--- config.mk ---
export PLATFORM = sky130hd
export DESIGN_NAME = celery_fp_divider
export DESIGN_NICKNAME = d
export VERILOG_FILES = /design/src/rtl/celery_pkg.sv /design/src/rtl/celery_fp_divider.sv
export SDC_FILE = /design/constraint.sdc
export NUM_CORES = 1
export LEC_CHECK = 0
export BUFFER_PORTS_ARGS = -buffer_cell sky130_fd_sc_hd__buf_4
export CAP_MARGIN = 25
export CORE_MARGIN = 5
export CORE_UTILIZATION = 60
export DETAILED_ROUTE_END_ITERATION = 10
export MAX_ROUTING_LAYER = met4
export PLACE_DENSITY = 0.81
export SYNTH_ARGS = -nofsm -noshare
export SYNTH_HDL_FRONTEND = slang
export SYNTH_SLANG_ARGS = --single-unit
export TNS_END_PERCENT = 1
--- constraint.sdc ---
create_clock -name clk -period 4.72 [get_ports clk]
set_input_delay 0.472 -clock clk [delete_from_list [all_inputs] [get_ports clk]]
set_output_delay 0.472 -clock clk [all_outputs]
set_load 0.01 [all_outputs]
--- src/rtl/celery_pkg.sv ---
// Shared definitions for the celery fixed-point divider: FSM states,
// default operand format and saturation limits for that format.
package celery_pkg;

  localparam int DEF_WIDTH = 32;
  localparam int DEF_FRAC  = 16;

  localparam logic [DEF_WIDTH-1:0] FP_MAX = {1'b0, {(DEF_WIDTH-1){1'b1}}};
  localparam logic [DEF_WIDTH-1:0] FP_MIN = {1'b1, {(DEF_WIDTH-1){1'b0}}};

  typedef enum logic [1:0] {
    ST_IDLE,
    ST_DIV,
    ST_FIX,
    ST_DONE
  } state_e;

endpackage

--- src/rtl/celery_fp_divider.sv ---
// Signed fixed-point divider: restoring radix-2 on magnitudes, one quotient
// bit per cycle, then sign application and saturation before a held result.
module celery_fp_divider
  import celery_pkg::*;
#(
  parameter int WIDTH = DEF_WIDTH,
  parameter int FRAC  = DEF_FRAC,
  parameter int TAG_W = 4
) (
  input  logic             clk,
  input  logic             rst_n,
  input  logic             in_valid,
  output logic             in_ready,
  input  logic [WIDTH-1:0] in_num,
  input  logic [WIDTH-1:0] in_den,
  input  logic [TAG_W-1:0] in_tag,
  output logic             out_valid,
  input  logic             out_ready,
  output logic [WIDTH-1:0] out_quot,
  output logic             out_div_zero,
  output logic             out_ovf,
  output logic [TAG_W-1:0] out_tag
);

  localparam int M  = WIDTH + FRAC;
  localparam int CW = $clog2(M + 1);

  localparam logic [WIDTH-1:0] SAT_MAX     = {1'b0, {(WIDTH-1){1'b1}}};
  localparam logic [WIDTH-1:0] SAT_MIN     = {1'b1, {(WIDTH-1){1'b0}}};
  localparam logic [M-1:0]     MAG_POS_LIM = M'(SAT_MAX);
  localparam logic [M-1:0]     MAG_NEG_LIM = M'(SAT_MIN);
  localparam logic [CW-1:0]    LAST_STEP   = CW'(M - 1);

  state_e             state_q, state_d;
  logic [M-1:0]       acc_q, acc_d;
  logic [WIDTH:0]     rem_q, rem_d;
  logic [WIDTH-1:0]   den_q, den_d;
  logic               neg_q, neg_d;
  logic               dz_q, dz_d;
  logic [TAG_W-1:0]   tag_q, tag_d;
  logic [CW-1:0]      cnt_q, cnt_d;
  logic [1:0]         fix_cnt_q, fix_cnt_d;

  logic               in_ready_q, in_ready_d;
  logic               out_valid_q, out_valid_d;
  logic [WIDTH-1:0]   out_quot_q, out_quot_d;
  logic               out_dz_q, out_dz_d;
  logic               out_ovf_q, out_ovf_d;
  logic [TAG_W-1:0]   out_tag_q, out_tag_d;

  logic [WIDTH-1:0]   num_mag;
  logic [WIDTH-1:0]   den_mag;
  logic [WIDTH:0]     rem_shift;
  logic [WIDTH:0]     den_ext;
  logic [WIDTH:0]     rem_sub;
  logic               rem_ge;
  logic [WIDTH-1:0]   fix_quot;
  logic               fix_ovf;

  // Magnitudes are taken as unsigned, so the most-negative value maps to 2^(WIDTH-1).
  always_comb begin
    num_mag   = in_num[WIDTH-1] ? -in_num : in_num;
    den_mag   = in_den[WIDTH-1] ? -in_den : in_den;
    rem_shift = {rem_q[WIDTH-1:0], acc_q[M-1]};
    den_ext   = {1'b0, den_q};
    rem_ge    = (rem_shift >= den_ext);
    rem_sub   = rem_shift - den_ext;
  end

  always_comb begin
    fix_quot = '0;
    fix_ovf  = 1'b0;
    if (dz_q) begin
      fix_quot = '0;
    end else if (!neg_q) begin
      if (acc_q > MAG_POS_LIM) begin
        fix_quot = SAT_MAX;
        fix_ovf  = 1'b1;
      end else begin
        fix_quot = acc_q[WIDTH-1:0];
      end
    end else begin
      if (acc_q > MAG_NEG_LIM) begin
        fix_quot = SAT_MIN;
        fix_ovf  = 1'b1;
      end else begin
        fix_quot = -acc_q[WIDTH-1:0];
      end
    end
  end

  always_comb begin
    state_d     = state_q;
    acc_d       = acc_q;
    rem_d       = rem_q;
    den_d       = den_q;
    neg_d       = neg_q;
    dz_d        = dz_q;
    tag_d       = tag_q;
    cnt_d       = cnt_q;
    fix_cnt_d   = fix_cnt_q;
    in_ready_d  = in_ready_q;
    out_valid_d = out_valid_q;
    out_quot_d  = out_quot_q;
    out_dz_d    = out_dz_q;
    out_ovf_d   = out_ovf_q;
    out_tag_d   = out_tag_q;

    case (state_q)
      ST_IDLE: begin
        if (in_valid) begin
          acc_d      = M'(num_mag) << FRAC;
          rem_d      = '0;
          den_d      = den_mag;
          neg_d      = in_num[WIDTH-1] ^ in_den[WIDTH-1];
          tag_d      = in_tag;
          cnt_d      = '0;
          in_ready_d = 1'b0;
          if (in_den == '0) begin
            dz_d      = 1'b1;
            fix_cnt_d = 2'd2;
            state_d   = ST_FIX;
          end else begin
            dz_d    = 1'b0;
            state_d = ST_DIV;
          end
        end
      end

      ST_DIV: begin
        acc_d = {acc_q[M-2:0], rem_ge};
        rem_d = rem_ge ? rem_sub : rem_shift;
        cnt_d = cnt_q + 1'b1;
        if (cnt_q == LAST_STEP) begin
          fix_cnt_d = 2'd1;
          state_d   = ST_FIX;
        end
      end

      // The settle count pads both paths to their fixed result latency.
      ST_FIX: begin
        if (fix_cnt_q != 2'd0) begin
          fix_cnt_d = fix_cnt_q - 1'b1;
        end else begin
          out_quot_d  = fix_quot;
          out_ovf_d   = fix_ovf;
          out_dz_d    = dz_q;
          out_tag_d   = tag_q;
          out_valid_d = 1'b1;
          state_d     = ST_DONE;
        end
      end

      ST_DONE: begin
        if (out_ready) begin
          out_valid_d = 1'b0;
          in_ready_d  = 1'b1;
          state_d     = ST_IDLE;
        end
      end

      default: begin
        state_d     = ST_IDLE;
        in_ready_d  = 1'b1;
        out_valid_d = 1'b0;
      end
    endcase
  end

  always_ff @(posedge clk or negedge rst_n) begin
    if (!rst_n) begin
      state_q     <= ST_IDLE;
      acc_q       <= '0;
      rem_q       <= '0;
      den_q       <= '0;
      neg_q       <= 1'b0;
      dz_q        <= 1'b0;
      tag_q       <= '0;
      cnt_q       <= '0;
      fix_cnt_q   <= '0;
      in_ready_q  <= 1'b1;
      out_valid_q <= 1'b0;
      out_quot_q  <= '0;
      out_dz_q    <= 1'b0;
      out_ovf_q   <= 1'b0;
      out_tag_q   <= '0;
    end else begin
      state_q     <= state_d;
      acc_q       <= acc_d;
      rem_q       <= rem_d;
      den_q       <= den_d;
      neg_q       <= neg_d;
      dz_q        <= dz_d;
      tag_q       <= tag_d;
      cnt_q       <= cnt_d;
      fix_cnt_q   <= fix_cnt_d;
      in_ready_q  <= in_ready_d;
      out_valid_q <= out_valid_d;
      out_quot_q  <= out_quot_d;
      out_dz_q    <= out_dz_d;
      out_ovf_q   <= out_ovf_d;
      out_tag_q   <= out_tag_d;
    end
  end

  assign in_ready     = in_ready_q;
  assign out_valid    = out_valid_q;
  assign out_quot     = out_quot_q;
  assign out_div_zero = out_dz_q;
  assign out_ovf      = out_ovf_q;
  assign out_tag      = out_tag_q;

endmodule

**After elaboration in Yosys (flattened, before gate mapping)**

Cells that the tools add are included.

- Flip-flop bits (word level): 168
- Word-level logic and storage cells: 85
- Output and inout port bits: 40
- Bits of input ports: 72

- $add $sub $neg: 6
- Bitwise gates (word level): 2
- Multiplexer cells: 35
- Equality and inequality tests: 10
- Magnitude comparators: 3
- Reduce and logical (&&, ||, !) cells: 14

Operators with widths:

| cell | number |
|---|---|
| 32-bit two-way mux | 8 |
| 32-bit negator | 3 |
| 48-bit case mux with 2 select lines | 1 |
| 32-bit case mux with 2 select lines | 1 |
| 48-bit by 31-bit greater-than comparator with 1-bit output (second input constant) | 1 |
| 48-bit by 32-bit greater-than comparator with 1-bit output (second input constant) | 1 |
| 48-bit two-way mux | 1 |
| 33-bit by 32-bit greater-or-equal comparator with 1-bit output | 1 |
| 32-bit logical NOT | 1 |
| 32-bit subtractor | 1 |
| 2-bit two-way mux | 9 |
| 2-bit inequality test (second input constant) | 6 |
| 6-bit case mux with 2 select lines | 1 |
| 1-bit two-way mux | 9 |
| 2-bit case mux with 4 select lines | 1 |
| 2-bit nonzero test | 4 |
| 6-bit by 1-bit adder with 6-bit output (second input constant) | 1 |
| 6-bit == test (second input constant) | 1 |
| 6-bit two-way mux | 1 |
| 2-bit case mux with 3 select lines | 1 |
| 2-bit AND reduction | 3 |
| 3-bit AND reduction | 2 |
| 5-bit AND reduction | 1 |
| 2-bit == test (second input constant) | 2 |
| other kinds (8) | 9 |

**Depth between registers and ports, before layout**

Gate-level depths: netlist (run 1).

- Depth in word-level cells: 4
- Gate-level depth with buffers: 12
- Gate-level depth less buffers: 11

**Least setup slack after synthesis (run 1)**

OpenSTA, ideal clock, no wires.

- Path kind: register -> register
- From: register acc_q[16]
- To: register out_quot_q[23], in the netlist out_quot[23]
- Stages on the path, launching flop included: 11
- Required time: 4.643 ns
- Slack: 1.605 ns
- Arrival: 3.038 ns
- Path buffers: 2
- Period minus slack after synthesis: 3.115 ns
- Library setup time: 0.077 ns
- Cell sequence: dfrtp_1 > buf_2 > or4_4 > or3_4 > or4_4 > nor3_4 > nand4b_1 > a21o_1 > a211o_4 > buf_6 > o21ai_1

- Cells in the longest elaborated chain, start to end: 4
- Elaborated cells on any way between the ends: 7
- Those cells by class: 1 x add/sub; 2 x order compare; 4 x mux

RTL lines:

| item | RTL line | RTL |
|---|---|---|
| start, declared | celery_fp_divider.sv:35 | `logic [M-1:0] acc_q, acc_d;` |
| start signal, assigned | celery_fp_divider.sv:173 | `acc_q <= '0;` |
| start signal, assigned | celery_fp_divider.sv:189 | `acc_q <= acc_d;` |
| 48-bit by 31-bit greater-than comparator with 1-bit output, or another cell as far along | celery_fp_divider.sv:76 | `if (acc_q > MAG_POS_LIM) begin` |
| 32-bit two-way mux (on tied branches) | celery_fp_divider.sv:76, celery_fp_divider.sv:83 |  |
| 32-bit two-way mux (*) | celery_fp_divider.sv:75 | `end else if (!neg_q) begin` |
| 32-bit two-way mux (*) | celery_fp_divider.sv:73 | `if (dz_q) begin` |
| end signal, assigned | celery_fp_divider.sv:199 | `out_quot_q <= out_quot_d;` |
| end, declared | celery_fp_divider.sv:46 | `logic [WIDTH-1:0] out_quot_q, out_quot_d;` |

Every way passes the cells marked *; elsewhere a longest branch is shown, timed or not.
A chain may end at the register's enable or synchronous reset.

**Worst setup path after layout (run 1)**

- From: register rem_q[5]
- To: register rem_q[28]

- Cells in the longest elaborated chain, start to end: 3
- Elaborated cells on any way between the ends: 4
- Those cells by class: 1 x add/sub; 1 x order compare; 2 x mux

RTL lines:

| item | RTL line | RTL |
|---|---|---|
| start, declared | celery_fp_divider.sv:36 | `logic [WIDTH:0] rem_q, rem_d;` |
| start signal, assigned | celery_fp_divider.sv:190 | `rem_q <= rem_d;` |
| 32-bit subtractor / 33-bit by 32-bit greater-or-equal comparator with 1-bit output (equally long branches) | celery_fp_divider.sv:67, celery_fp_divider.sv:66 |  |
| 32-bit two-way mux (*) | celery_fp_divider.sv:132 | `rem_d = rem_ge ? rem_sub : rem_shift;` |
| 32-bit case mux with 2 select lines (*) | celery_fp_divider.sv:109 | `case (state_q)` |

Marked as above.

==> parameters.txt, run 1 <==
Parameter                              Value

Placement
  Input/output buffers ... 111
  Weighted congestion at the end of routability-driven global placement ... about 0.92
  Dpl hpwl ... roughly 19 mm

Critical path
  Worst path cell trace ... ha_1 > a21oi_1 > o22a_1 > o21ai_0 > nor4b_1 > o31ai_1 > a21oi_1 > buf_4 > a32oi_1 > o21ai_0
  Flop-to-flop setup slack ... 0.98 ns
  Critical path data arrival time ... 4.08 ns
  Cell with the largest stage delay on the worst path ... sky130_fd_sc_hd__a21oi_1
  Worst flop-to-flop path startpoint ... rem_q[5]
  Path depth of the worst reg2reg path ... 10
  Critical-path maximum fanout ... 7
  Crit path capture type ... flop
  Start-to-end type of the worst setup path ... flop to flop
  CP startpoint kind ... flop
  Slowest Stage Delay on Critical Path ... about 0.73 ns
  CP Data Required Time ... 5.05 ns
  Destination of the worst register-to-register timing path ... rem_q[28]

Run status
  Run status ... finished clean

Global routing
  Overflow left after global routing ... 0
  Number of antenna violations at the first check in global routing ... 0
  First-pass GRT wire length ... between 40 and 50 mm
  Number of global-route vias before repair ... 9078
  Maximum number of pins on one net before global-route repair ... between 90 and 100
  Overall fraction of global-route tracks in use ... 0.2727

Route
  Drt total wl ... 26.89 mm
  Number of nets with antenna violations after detailed routing ... 0
  Remaining routing DRC violations ... 0
  Number of vias per cell after detailed routing ... 6.143
  TritonRoute pass-1 iters ... 6
  Number of DRC violations after detailed-routing iteration 0 ... 900
  Wire per inst ... 17.23 µm
  Routed via count ... ~9600

STA
  Setup repair after global routing missed its margin ... no
  Period minus WS final ... about 3.7 ns
  Portion of the clock cycle consumed by the worst path in the final layout ... 0.7931
  Worst clock skew ... approximately 0.0078 ns
  Max frequency ... 267.1 MHz
  Fin. max-slew vios ... 0
  Final setup vio count ... 0
  Final hold violation count ... 0
  Slew of the pin with the lowest slew margin ... roughly 0.94 ns
  Worst Hold Slack ... 0.1007 ns
  Setup tns final ... 0 ns
  Tightest slew margin relative to the limit ... 0.3730

Clock network
  H-tree depth reported by CTS ... 4
  Count of buffers added by post-CTS timing repair for setup ... 0
  TritonCTS Buffers ... 17
  Cts repair resizes ... 0
  Insertion delay to the later sink of the worst-skew pair ... approximately 0.43 ns
  Clock-pin slew on the worst setup and hold paths ... roughly 0.07 ns
  # clock sinks ... 168
  Buffer cell driving the clock tree root ... sky130_fd_sc_hd__clkbuf_16
  CTS Hold Buffers Added ... 0
  Maximum clock insertion buffer count ... 2
  Clock tree from TritonCTS ... done

Floorplan
  Die area ... 20660 µm²
  Area of the placeable core ... 17780 µm²
  Top-Level Pins ... between 100 and 150
  Placement row count ... 49
  Die Width ... roughly 140 µm
  Effective utilization at floorplan ... 0.6034
  Chip height ... 143.7 µm

Synth
  Top cells by instance count after synthesis ... 167 x sky130_fd_sc_hd__dfrtp_1, 167 x sky130_fd_sc_hd__nand2_1, 140 x sky130_fd_sc_hd__o21ai_0, 75 x sky130_fd_sc_hd__a21oi_1, 66 x sky130_fd_sc_hd__xor2_1
  Distinct cell type count after synthesis ... 60
  Sequential fraction of the synthesis area ... 0.3920
  Cells after Synth ... 1244
  Count of flip-flops with a built-in enable after synthesis ... 0
  Post-Synthesis Net Count ... 1358
  Synthesized area divided by synthesized cell count ... 8.625 µm²
  Fraction of the mapped netlist area in simple logic gates ... 0.1573
  Synthesized-area fraction occupied by xor and xnor cells ... 0.07755
  Dominant combinational cell family by area after synthesis ... compound AO/OA/AOI/OAI gates
  Share of the synthesized area in compound gates (AO/OA/AOI/OAI) ... 0.2330
  Yosys synthesis warning count ... 0
  Area contributors post-synth ... sky130_fd_sc_hd__dfrtp_1 39%, sky130_fd_sc_hd__o21ai_0 6.5%, sky130_fd_sc_hd__nand2_1 5.8%
  Area fraction of the dominant cell type after synthesis ... 0.3895
  Biggest area consumer among synthesized cells ... sky130_fd_sc_hd__dfrtp_1
  Post-synth top flop ... sky130_fd_sc_hd__dfrtp_1
  Arithmetic-cell share of the synthesized area counting full adders, half adders and majority gates ... 0.04968
  Post-synth ARST share ... 1.000
  Total standard cell area after synthesis ... 10730 µm²
  Synth Register Bits ... 168
  Share of synthesized area spent on multiplexers ... 0.04397

Power and ir drop
  Static power due to leakage ... between 5 and 6 nW
  Power after layout ... around 9.0 mW
  Worst VDD drop ... 423.4 µV
  Pwr/cell area ... 731.2 nW/µm²

Hold path
  Class of the tightest hold or removal check ... input pin to async pin

Final layout
  Final #Nets ... 1433
  Antenna fix cells ... 0
  Multi-input logic area ... 6041 µm²
  FF+latch area ... 4205 µm²
  Proportion of layout cells with a drive suffix above 1 ... 0.1435
  Synthesis-to-layout area growth ... 14.95%
  Filler cell count ... between 1000 and 1500

Job
  Maximum Capacitance Violations ... 0
==> report_power, final <==
part           total (mW)  leakage, nW  internal (mW)  switching, mW
clock                1.50        0.303          0.904          0.601
combinational        4.92         3.16           2.03           2.89
sequential           2.59         2.12           2.05          0.548
total                9.02         5.58           4.98           4.04
==> worst max-delay path by stage <==
stage                   start      endpoint
floorplan           acc_q[16]  out_quot[23]
global placement    in_den[8]     den_q[29]
detailed placement   rem_q[5]     rem_q[25]
CTS                  rem_q[5]     rem_q[28]
global route         rem_q[5]     rem_q[22]
finish               rem_q[5]     rem_q[28]
==> placed cells by master, fill, tap and decap left out, drive strengths merged, types with 29 or more instances in the layout <==
| cell | Yosys | layout |
|---|---|---|
| xor2 | 66 | 66 |
| o21ai | 160 | 160 |
| ha | 41 | 41 |
| nand2 | 167 | 167 |
| dfrtp | 167 | 167 |
| buf | 11 | 123 |
| o22ai | 31 | 31 |
| xnor2 | 29 | 29 |
| a21oi | 75 | 75 |
| o31ai | 31 | 31 |
| nor2 | 56 | 56 |
| inv | 61 | 64 |
==> registers in the layout, indices dropped and copies added (netlist names) <==
| register | flops |
|---|---|
| tag_q | 4 |
| acc_q | 48 |
| rem_q | 32 |
| fix_cnt_q | 2 |
| out_quot | 32 |
| neg_q | 1 |
| cnt_q | 6 |
| out_ovf | 1 |
| out_tag | 4 |
| in_ready | 1 |
| den_q | 32 |
| out_div_zero | 1 |
| state_q | 2 |
| dz_q | 1 |
| out_valid | 1 |
==> layer usage <==
metal / vias to the layer above / global-route usage / share of wire / wire, µm
met4: 0 / 0.06591 / 0.014 / 388
met2: 310 / 0.4297 / 0.48 / 12870
met5: - / - / 0 / 0
met3: 39 / 0.03261 / 0.053 / 1437
met1: 4592 / 0.3805 / 0.45 / 12180
li1: 4642 / - / - / -
==> logic make-up (layout without fill, tap and decap cells) <==
family	after synthesis	after routing
DFF	168	168
muxes	45	45
xor gates and xnor gates	95	95
buffers and inverters	128	215
and+or+nand+nor	359	359
AOI/OAI and AO/OA	407	407
adders and majority gates	42	42
==> metrics by stage <==
| stage | utilization | area [µm²] | worst slack, ns | cells |
|---|---|---|---|---|
| 5_1_grt | 0.6937 | 12330 | 0.9205 | 1560 |
| 2_1_floorplan | - | 10730 | 1.605 | 1244 |
| 3_5_place_dp | 0.6581 | 11700 | 1.163 | 1529 |
| 3_3_place_gp | 0.6581 | 11700 | 1.277 | 1529 |
| 4_1_cts | 0.6937 | 12330 | 1.121 | 1560 |
| 6_report | 0.6937 | 12330 | 0.9766 | 1560 |
==> worst max-delay path: cells and delay by family, from the launching register on <==
| kind | cells | cell delay [ns] |
|---|---|---|
| compound gates | 7 | 1.92 |
| simple gates | 1 | 0.66 |
| flops | 1 | 0.41 |
| fa+ha+maj | 1 | 0.38 |
| buf+inv | 1 | 0.28 |
==> layout make-up <==
class / instances / area share
Tap cell: 229 / 0.02323
Sequential cell: 168 / 0.3410
Clock buffer: 18 / 0.03561
Inverter: 61 / 0.01857
Multi-Input combinational cell: 948 / 0.4898
Timing Repair Buffer: 123 / 0.07619
Clock inverter: 13 / 0.01562
Note: power is estimated with default switching activity, not from simulation.
==> inputs of run 2 (changes only) <==
==> constraint.sdc (replaced) <==
create_clock -name clk -period 3.8 [get_ports clk]
set_input_delay 0.38 -clock clk [delete_from_list [all_inputs] [get_ports clk]]
set_output_delay 0.38 -clock clk [all_outputs]
set_load 0.01 [all_outputs]
==> run 2 against run 1 <==
Effect of this change: wire length shrank 0.75%; die area stayed put; sequential cell count stayed put; final cell count grew 0.45%; clock skew rose by 0.00094 ns; critical path type unchanged.
==> parameters.txt, run 2 (synthesis gave the netlist of run 1 again) <==
Parameter                              Value

Final layout
  Register ranked first by flip-flop count ... acc_q
  Proportion of layout cells with a drive suffix above 1 ... 0.1480 (+0.004481)
  Filler cell count ... 1413 (unchanged)
  Commonest cells after routing, fill and taps aside ... 167 x sky130_fd_sc_hd__dfrtp_1, 166 x sky130_fd_sc_hd__nand2_1, 140 x sky130_fd_sc_hd__o21ai_0, 126 x sky130_fd_sc_hd__buf_4, 75 x sky130_fd_sc_hd__a21oi_1
  Flip-flop count of the largest register, all copies and words added ... 48 (unchanged)
  Antenna fix cells ... 0 (unchanged)
  Core occupancy in the finished layout ... 0.6960 (+0.002323)
  Most common cell after layout, fill and taps aside ... sky130_fd_sc_hd__dfrtp_1
  Synthesis-to-layout area growth ... 15.34%
  Total non-filler cell area in the finished layout ... 12370 µm² (+0.33%)
  Final #Nets ... 1439 (+0.42%)

STA
  Max frequency ... 284.1 MHz (+6.3%)
  Tightest slew margin relative to the limit ... 0.4255 (+0.05254)
  Fin. max-slew vios ... 0 (unchanged)
  Portion of the clock cycle consumed by the worst path in the final layout ... 0.9264 (+0.1333)
  Worst clock skew ... 0.008699 ns (+0.0009417 ns)
  Final hold violation count ... 0 (unchanged)
  Final setup vio count ... 0 (unchanged)
  Setup repair after global routing missed its margin ... no
  Slew of the pin with the lowest slew margin ... 0.8617 ns (-0.07881 ns)
  Period minus WS final ... 3.520 ns (-0.2231 ns)
  Setup tns final ... 0 ns (unchanged)

Floorplan
  Area of the placeable core ... 17780 µm² (unchanged)
  Placement row count ... 49 (unchanged)
  Effective utilization at floorplan ... 0.6034 (unchanged)
  Die area ... 20660 µm² (unchanged)
  Top-Level Pins ... 112 (unchanged)
  Die Width ... 143.7 µm (unchanged)
  Chip height ... 143.7 µm (unchanged)

Route
  Wire per inst ... 17.03 µm (-1.2%)
  Number of nets with antenna violations after detailed routing ... 0 (unchanged)
  TritonRoute pass-1 iters ... 6 (unchanged)
  Remaining routing DRC violations ... 0 (unchanged)
  Number of DRC violations after detailed-routing iteration 0 ... 1091 (+21%)
  Drt total wl ... 26.68 mm (-0.75%)
  Routed via count ... 9595 (+0.13%)
  Number of vias per cell after detailed routing ... 6.123 (-0.32%)

Placement
  Weighted congestion at the end of routability-driven global placement ... 0.9292 (+0.95%)
  Input/output buffers ... 111 (unchanged)
  Dpl hpwl ... 19.12 mm (+0.20%)
  Total cell area at the placement stage ... 11760 µm² (+0.49%)

Global routing
  Maximum number of pins on one net before global-route repair ... 95 (+1.1%)
  Overflow left after global routing ... 0 (unchanged)
  Number of global-route vias before repair ... 9112 (+0.37%)
  First-pass GRT wire length ... 44.99 mm (+0.45%)
  Overall fraction of global-route tracks in use ... 0.2728 (about the same)
  Number of antenna violations at the first check in global routing ... 0 (unchanged)

Critical path
  CP startpoint kind ... flop
  Crit path capture type ... flop
  Cell with the largest stage delay on the worst path ... sky130_fd_sc_hd__a2111oi_0
  Critical-path maximum fanout ... 12 (+5)
  Critical path data arrival time ... 3.84 ns (-0.24 ns)
  Worst path cell trace ... inv_1 > ha_1 > nor2b_1 > o2111ai_1 > a2111oi_0 > nor4b_1 > o31ai_2 > a21o_1 > buf_4 > nand2_1 > o221ai_1
  CP Data Required Time ... 4.12 ns (-0.93 ns)
  Slowest Stage Delay on Critical Path ... 0.61 ns (-0.12 ns)
  Start-to-end type of the worst setup path ... flop to flop

Clock network
  Clock-pin slew on the worst setup and hold paths ... 0.07 ns (about the same)
  CTS Hold Buffers Added ... 0 (unchanged)
  Clock tree from TritonCTS ... done
  H-tree depth reported by CTS ... 4 (unchanged)
  # clock sinks ... 168 (unchanged)
  Buffer cell driving the clock tree root ... sky130_fd_sc_hd__clkbuf_16
  Insertion delay to the later sink of the worst-skew pair ... 0.43 ns (about the same)
  TritonCTS Buffers ... 17 (unchanged)
  Maximum clock insertion buffer count ... 2 (unchanged)

Power and ir drop
  Pwr/cell area ... 903.3 nW/µm² (+24%)
  Psw ... 5.014 mW (+24%)
  Worst VDD drop ... 526.2 µV (+24%)
  Proportion of power drawn by flip-flops and latches ... 0.287 (about the same)
  Static power due to leakage ... 5.609 nW (+0.47%)
  Power share of the combinational group ... 0.551 (+0.005)
  Clock group share of total power ... 0.162 (-0.005)
  Share of total power consumed by net switching ... 0.4486 (about the same)
  Internal power ... 6.164 mW (+24%)

Run status
  Run status ... finished clean

Hold path
  Class of the tightest hold or removal check ... input pin to async pin

Job
  Maximum Capacitance Violations ... 0 (unchanged)
run 2: path summary, 6_finish.rpt:
kind / start / to / slack [ns] / cells past startpoint
min: rst_n / out_quot[21] / 0.04 / 1
min reg2reg: den_q[27] / den_q[27] / 0.48 / 2
max in group asynchronous: rst_n / den_q[20] / 2.92 / 2
min in group clk: in_tag[1] / tag_q[1] / 0.18 / 2
max reg2reg: den_q[1] / rem_q[26] / 0.28 / 11
max: den_q[1] / rem_q[26] / 0.28 / 11
run 2: timing repair:
item | in CTS | in global routing
buffers inserted | 0 | 0
resized for setup | 0 | 1
endpoints found under the setup margin | 0 | 10
run 2: critical path: cells and delay by family (launching register included):
kind | cells | cell delay, ns
compound gates | 5 | 1.82
simple gates | 3 | 0.67
flops | 1 | 0.39
fa+ha+maj | 1 | 0.28
buf+inv | 2 | 0.26
run 2: per-layer routing:
| metal | part of all wire | vias up | GRT usage |
|---|---|---|---|
| li1 | - | 4654 | - |
| met4 | 0.014 | 0 | 0.06343 |
| met5 | 0 | - | - |
| met3 | 0.054 | 31 | 0.03161 |
| met1 | 0.46 | 4608 | 0.3916 |
| met2 | 0.47 | 302 | 0.4189 |
run 2: area by class of cell:
cell class / instances / area (µm²) / share of cell area
Multi-Input combinational cell: 948 / 6046 / 0.4886
Timing Repair Buffer: 129 / 997.2 / 0.08059
Tap cell: 229 / 286.5 / 0.02315
Clock inverter: 13 / 167.7 / 0.01355
Clock buffer: 19 / 442.9 / 0.03579
Inverter: 61 / 229.0 / 0.01850
Sequential cell: 168 / 4205 / 0.3398
run 2: power groups by stage:
| stage | registers, mW | clock network, mW | logic [mW] |
|---|---|---|---|
| after floorplan | 3.08 | 0 | 4.47 |
| after global placement | 3.17 | 0 | 5.88 |
| after detailed placement | 3.22 | 0 | 6.04 |
| after CTS | 3.20 | 1.82 | 6.11 |
| after global routing | 3.32 | 1.90 | 6.88 |
| final | 3.21 | 1.81 | 6.16 |
run 2: per-stage QoR:
step                hold WS [ns]  power, mW  setup WS [ns]  instances
detailed placement        0.4682      9.261         0.2694       1535
global route              0.1143      12.10        0.05434       1567
global placement          0.4521      9.056         0.4163       1535
finish                   0.04485      11.18         0.2797       1567
CTS                      0.07505      11.13         0.2497       1567
floorplan                0.08441      7.549         0.6852       1244
